### src/rtl/eth_pkg.sv
// eth_pkg: Ethernet RX peripheral register map and the RX fetch FSM state type.
package eth_pkg;
  localparam logic [31:0] RX_PROTOCOL_TYPE = 32'h0000_0014;
  localparam logic [31:0] RX_DATA_COUNT    = 32'h0000_0018;
  localparam logic [31:0] RX_DATA          = 32'h0000_001C;
  typedef enum logic [3:0] {
    IDLE, AR_TYPE, R_TYPE, AR_CNT, R_CNT, AR_DATA, R_DATA, DONE
`ifdef ETH_RX_FETCH_TIMEOUT_EN
    , ERR
`endif
  } fetch_state_t;
endpackage

### src/rtl/eth_rx_fetch.sv
// eth_rx_fetch: AXI read initiator that drains RX frames from the Ethernet peripheral into a frame buffer.
// Define ETH_RX_FETCH_TIMEOUT_EN to add the handshake watchdog, the ERR state and timeout_err.
module eth_rx_fetch
  import eth_pkg::*;
#(
  parameter int ADDR_W      = 32,
  parameter int BUF_AW      = 9,
  parameter int TIMEOUT_CYC = 1024
) (
  input  logic              clk_100_mhz,
  input  logic              rst,
  input  logic              enable,
  input  logic              rx_ready_int,
  output logic [ADDR_W-1:0] m_araddr,
  output logic              m_arvalid,
  input  logic              m_arready,
  input  logic [31:0]       m_rdata,
  input  logic              m_rvalid,
  input  logic              m_rlast,
  output logic              m_rready,
  output logic              buf_we,
  output logic [BUF_AW-1:0] buf_addr,
  output logic [31:0]       buf_wdata,
  output logic              frame_done,
  output logic [15:0]       frame_bytes,
  output logic [15:0]       frame_type,
  output logic              overflow,
  output logic              timeout_err,
  output logic              busy
);
  fetch_state_t state, state_next;
  logic [15:0] type_q, cnt_q;
  logic [BUF_AW:0] wcnt;
  logic is_ar, is_r, ar_hs, beat, room, start;
  assign is_ar = state inside {AR_TYPE, AR_CNT, AR_DATA};
  assign is_r  = state inside {R_TYPE, R_CNT, R_DATA};
  assign ar_hs = is_ar & m_arvalid & m_arready;
  assign beat  = is_r & m_rvalid & m_rready;
  assign room  = ~wcnt[BUF_AW];
  assign start = (state == IDLE) & (state_next != IDLE);
`ifdef ETH_RX_FETCH_TIMEOUT_EN
  logic [15:0] wdog;
  logic expired;
  assign expired = (is_ar | is_r) & ~(ar_hs | beat) & (wdog == 16'(TIMEOUT_CYC - 1));
  always_ff @(posedge clk_100_mhz or posedge rst)
    if (rst) begin
      wdog        <= '0;
      timeout_err <= 1'b0;
    end else begin
      wdog        <= ((is_ar | is_r) & ~(ar_hs | beat)) ? wdog + 16'd1 : '0;
      timeout_err <= timeout_err | expired;
    end
`else
  assign timeout_err = (TIMEOUT_CYC < 0);
`endif
  always_ff @(posedge clk_100_mhz or posedge rst)
    if (rst) state <= IDLE;
    else state <= state_next;
  always_comb begin
    state_next = state;
    case (state)
      IDLE:    if (enable & rx_ready_int) state_next = AR_TYPE;
      AR_TYPE: if (ar_hs) state_next = R_TYPE;
      R_TYPE:  if (beat) state_next = AR_CNT;
      AR_CNT:  if (ar_hs) state_next = R_CNT;
      R_CNT:   if (beat) state_next = (m_rdata[15:0] == 16'd0) ? DONE : AR_DATA;
      AR_DATA: if (ar_hs) state_next = R_DATA;
      R_DATA:  if (beat & m_rlast) state_next = DONE;
      default: state_next = IDLE;
    endcase
`ifdef ETH_RX_FETCH_TIMEOUT_EN
    if (expired) state_next = ERR;
`endif
  end
  // valid/ready are registered from the state, so they rise one cycle after entry and drop on the handshake edge
  always_ff @(posedge clk_100_mhz or posedge rst)
    if (rst) begin
      m_araddr    <= '0;
      m_arvalid   <= 1'b0;
      m_rready    <= 1'b0;
      buf_we      <= 1'b0;
      buf_addr    <= '0;
      buf_wdata   <= '0;
      frame_done  <= 1'b0;
      frame_bytes <= '0;
      frame_type  <= '0;
      overflow    <= 1'b0;
      busy        <= 1'b0;
      type_q      <= '0;
      cnt_q       <= '0;
      wcnt        <= '0;
    end else begin
      m_arvalid  <= is_ar & (state_next == state);
      m_rready   <= is_r & (state_next == state);
      m_araddr   <= (state_next == AR_TYPE) ? ADDR_W'(RX_PROTOCOL_TYPE) :
                    (state_next == AR_CNT)  ? ADDR_W'(RX_DATA_COUNT) :
                    (state_next == AR_DATA) ? ADDR_W'(RX_DATA) : m_araddr;
      busy       <= state_next != IDLE;
      frame_done <= state_next == DONE;
      type_q     <= (state == R_TYPE) & beat ? m_rdata[15:0] : type_q;
      cnt_q      <= (state == R_CNT) & beat ? m_rdata[15:0] : cnt_q;
      buf_we     <= (state == R_DATA) & beat & room;
      if ((state == R_DATA) & beat & room) begin
        buf_addr  <= wcnt[BUF_AW-1:0];
        buf_wdata <= m_rdata;
      end
      wcnt       <= start ? '0 : wcnt + {{BUF_AW{1'b0}}, (state == R_DATA) & beat & room};
      overflow   <= ~start & (overflow | ((state == R_DATA) & beat & ~room));
      if (state_next == DONE) begin
        frame_bytes <= (state == R_CNT) ? m_rdata[15:0] : cnt_q;
        frame_type  <= type_q;
      end
    end
endmodule

### config.mk
export PLATFORM = sky130hd
export DESIGN_NAME = eth_rx_fetch
export DESIGN_NICKNAME = d
export VERILOG_FILES = /design/src/rtl/eth_pkg.sv /design/src/rtl/eth_rx_fetch.sv
export SDC_FILE = /design/constraint.sdc
export NUM_CORES = 1
export LEC_CHECK = 0
export CAP_MARGIN = 25
export CORE_ASPECT_RATIO = 1.1
export CORE_MARGIN = 2
export CORE_UTILIZATION = 50
export DETAILED_ROUTE_END_ITERATION = 10
export PLACE_DENSITY = 0.83
export REMOVE_ABC_BUFFERS = 1
export SYNTH_ARGS = -nofsm -noshare
export SYNTH_HDL_FRONTEND = slang
export SYNTH_SLANG_ARGS = --single-unit
export TNS_END_PERCENT = 100
### constraint.sdc
create_clock -name clk_100_mhz -period 8.5 [get_ports clk_100_mhz]
set_input_delay 2.55 -clock clk_100_mhz [delete_from_list [all_inputs] [get_ports clk_100_mhz]]
set_output_delay 2.55 -clock clk_100_mhz [all_outputs]
set_load 0.005 [all_outputs]
==> summary.txt <==
Status
  – Status: completed

Global route
  – Grt ovf: 0
  – Global-route wire length before repair: 17200 µm
  – Gr usage total: 0.196
  – Largest net degree at the start of global routing: 77
  – Initial antenna violation count: 0
  – Vias in the first global route: around 3400

Worst hold path
  – Hold crit path type: reg -> reg
  – Worst hold stages: 1
  – Min-delay src: m_araddr[4]
  – Hold EP: m_araddr[4]

Setup path
  – R2r endpoint: frame_type[7]
  – CP Launch Type: input port
  – Crit path largest cell delay: 0.51 ns
  – Crit-path slowest cell: mux2_1
  – Crit path required time: 8.77 ns
  – Critical-path cell list: clkdlybuf4s50_1, nor4_1, nand4_1, o22ai_4, nand3_4, mux2_1
  – Crit-path max FO: 33
  – Crit path launch: m_rdata[5]
  – Nature of the critical path endpoint: flip-flop
  – WP data arrival: 5.05 ns
  – Crit path kind: in -> reg
  – RR Startpoint: state[3]
  – Reg2Reg Setup Slack: 5.54 ns
  – FF-to-FF path depth: 6

CTS
  – Number of CTS-inserted buffers: 17
  – Post CTS Setup Buffer Count: 0
  – Root buffer cell: clkbuf_16
  – CTS clk-pin slew, worst paths: approximately 0.050 ns
  – Post-CTS Resized: 0
  – Clk sinks: 128
  – Clock Tree Buf Depth: 2
  – CTS tree: built
  – Htree depth: 4
  – Cts hold-fix bufs: 0
  – Clock latency on the worst-skew pair: 0.40 ns

Pwr
  – Final Total Pwr: 1.50 mW
  – Peak supply drop: 0.123 mV
  – Pleak: 3.63 nW
  – P per Cell Area: 204 nW/µm²

Timing
  – Fmax: 209 MHz
  – Final setup vio count: 0
  – Setup Skew: 0.00842 ns
  – Max-slew violations: 0
  – Setup TNS: 0 ns
  – Final Critical Period: 4.78 ns
  – Max transition margin: 0.390
  – Hold Fails Final Rpt: 0
  – Slew @ Worst Pin: 0.913 ns
  – Final period util: 0.562
  – RSZ-0062 raised after global routing: no

Floorplanning
  – I/O pins: 151
  – Rows: 39
  – Die area: 11700 µm²
  – Die Ht: between 100 and 150 µm
  – Core Area: 10400 µm²
  – Initial Util: 0.518
  – Die X-Extent: 103 µm

Place
  – Gp weighted congestion: between 0.7 and 0.8
  – # port buffers: 120
  – DP HPWL: roughly 7200 µm

Final layout
  – Post-layout util: 0.702
  – FILL cells: about 700
  – Area of the multi-input gates: 2010 µm²
  – Final nets: 541
  – Area delta synth->final: 35.6%
  – N_diodes: 0
  – Commonest non-fill, non-tap cell in the layout: dfrtp_1
  – Share of cells above drive strength 1: 0.154
  – Register area: between 3000 and 4000 µm²
  – Most frequent cells in the layout: 128 x dfrtp_1, 120 x clkdlybuf4s50_1, 84 x mux2_1

Routing
  – Mean routed wirelength per cell: 16.8 µm
  – TritonRoute pass-1 iters: 4
  – Total Routed Length: between 10000 and 15000 µm
  – ANT nets after route: 0
  – Vias per cell: 5.04
  – Routed via count: roughly 3300
  – Iteration-0 DRC count of the detailed router: roughly 110
  – Drt drc: 0

Yosys
  – Post-synth cell types: 37
  – Top_reg_cell synth: dfrtp_1
  – Synth area leaders: dfrtp_1 59%, mux2_1 17%, mux2_2 5.8%
  – Cell Area, Synth: 5410 µm²
  – Seq cells post-synth: ~130
  – Top cell type by total area after synthesis: dfrtp_1
  – Syn Inst Count: 370
  – Sequential area share after synthesis: 0.592
  – Number of synthesized flops with an enable pin: 0
  – Post-synthesis async set-or-reset flop share: 1.00
  – Avg Synthesized Cell Area: between 10 and 15 µm²
  – Top-area cell type share of the netlist area: 0.592
  – Number of synthesis warnings: 0

Flow run
  – Max-Cap Viols: 0
how the worst max path moves through the flow:
stage                     slack [ns]               to
final                           3.72    frame_type[7]
after global routing            3.59  frame_bytes[15]
after CTS                       3.67  frame_bytes[15]
after detailed placement        3.24    frame_type[1]
after global placement          3.31    frame_type[6]
after floorplan                 1.97          wcnt[8]
per-layer routing:
layer  GRT usage  vias up  routed length (µm)
met5           0        -                   0
met2       0.327       89                5860
met3      0.0420       19                 394
li1            -     1498                   -
met4      0.0868        0                 210
met1       0.243     1693                4560
sequential cells by signal, summed over array words and instances, names as in the netlist, 3 cells and up:
register	count
type_q	16
cnt_q	16
m_araddr	3
state	4
wcnt	10
buf_addr	9
frame_type	16
buf_wdata	32
frame_bytes	16
synthesized netlist by cell type (2+ instances only):
cell type	instances
dfrtp_1	128
mux2_1	84
buf_4	33
mux2_2	28
nor2_1	15
mux2_4	9
nand2_1	8
buf_2	6
inv_1	5
xor2_1	5
nand3_1	4
nor4_1	4
and2_1	3
clkbuf_1	3
nand4_1	3
or3_1	3
xnor2_1	3
a21oi_1	2
and3_1	2
and4_1	2
ha_1	2
nand3_4	2
o21ai_1	2
cells by family after synthesis:
group | share of synthesized area
adders and majority gates | 0.00463
AOI/OAI and AO/OA | 0.0148
DFF | 0.592
other | 0.000693
and+or+nand+nor | 0.0581
muxes | 0.258
buffers and inverters | 0.0583
xor gates and xnor gates | 0.0130
power by group:
group	switching, mW	internal, mW	leakage (nW)
Combinational	0.0327	0.0328	1.54
Sequential	0.00705	0.619	1.77
Clock	0.259	0.548	0.319
Total	0.299	1.20	3.63
layout make-up:
type	count	area share
clock buffers	17	0.0580
clock inverters	14	0.0328
inverters	6	0.00341
multi-input cells	223	0.274
flip-flops and latches	128	0.437
well taps	143	0.0244
repair buffers	124	0.171
critical path: cells and delay by family:
kind / cells / cell delay (ns)
buf+inv: 1 / 0.50
mux: 1 / 0.51
compound gates: 1 / 0.25
simple gates: 3 / 1.24
per-stage QoR:
step | instance area, µm² | hold WS, ns | worst slack (ns) | cells
6_report | 7330 | 0.477 | 3.72 | 655
5_1_grt | 7330 | 0.495 | 3.59 | 655
4_1_cts | 7310 | 0.479 | 3.67 | 654
3_5_place_dp | 6640 | 0.461 | 3.24 | 623
3_3_place_gp | 6640 | 0.454 | 3.31 | 623
2_1_floorplan | 5230 | 0.452 | 1.97 | 357
No activity file was read; power rests on OpenSTA's default activity.
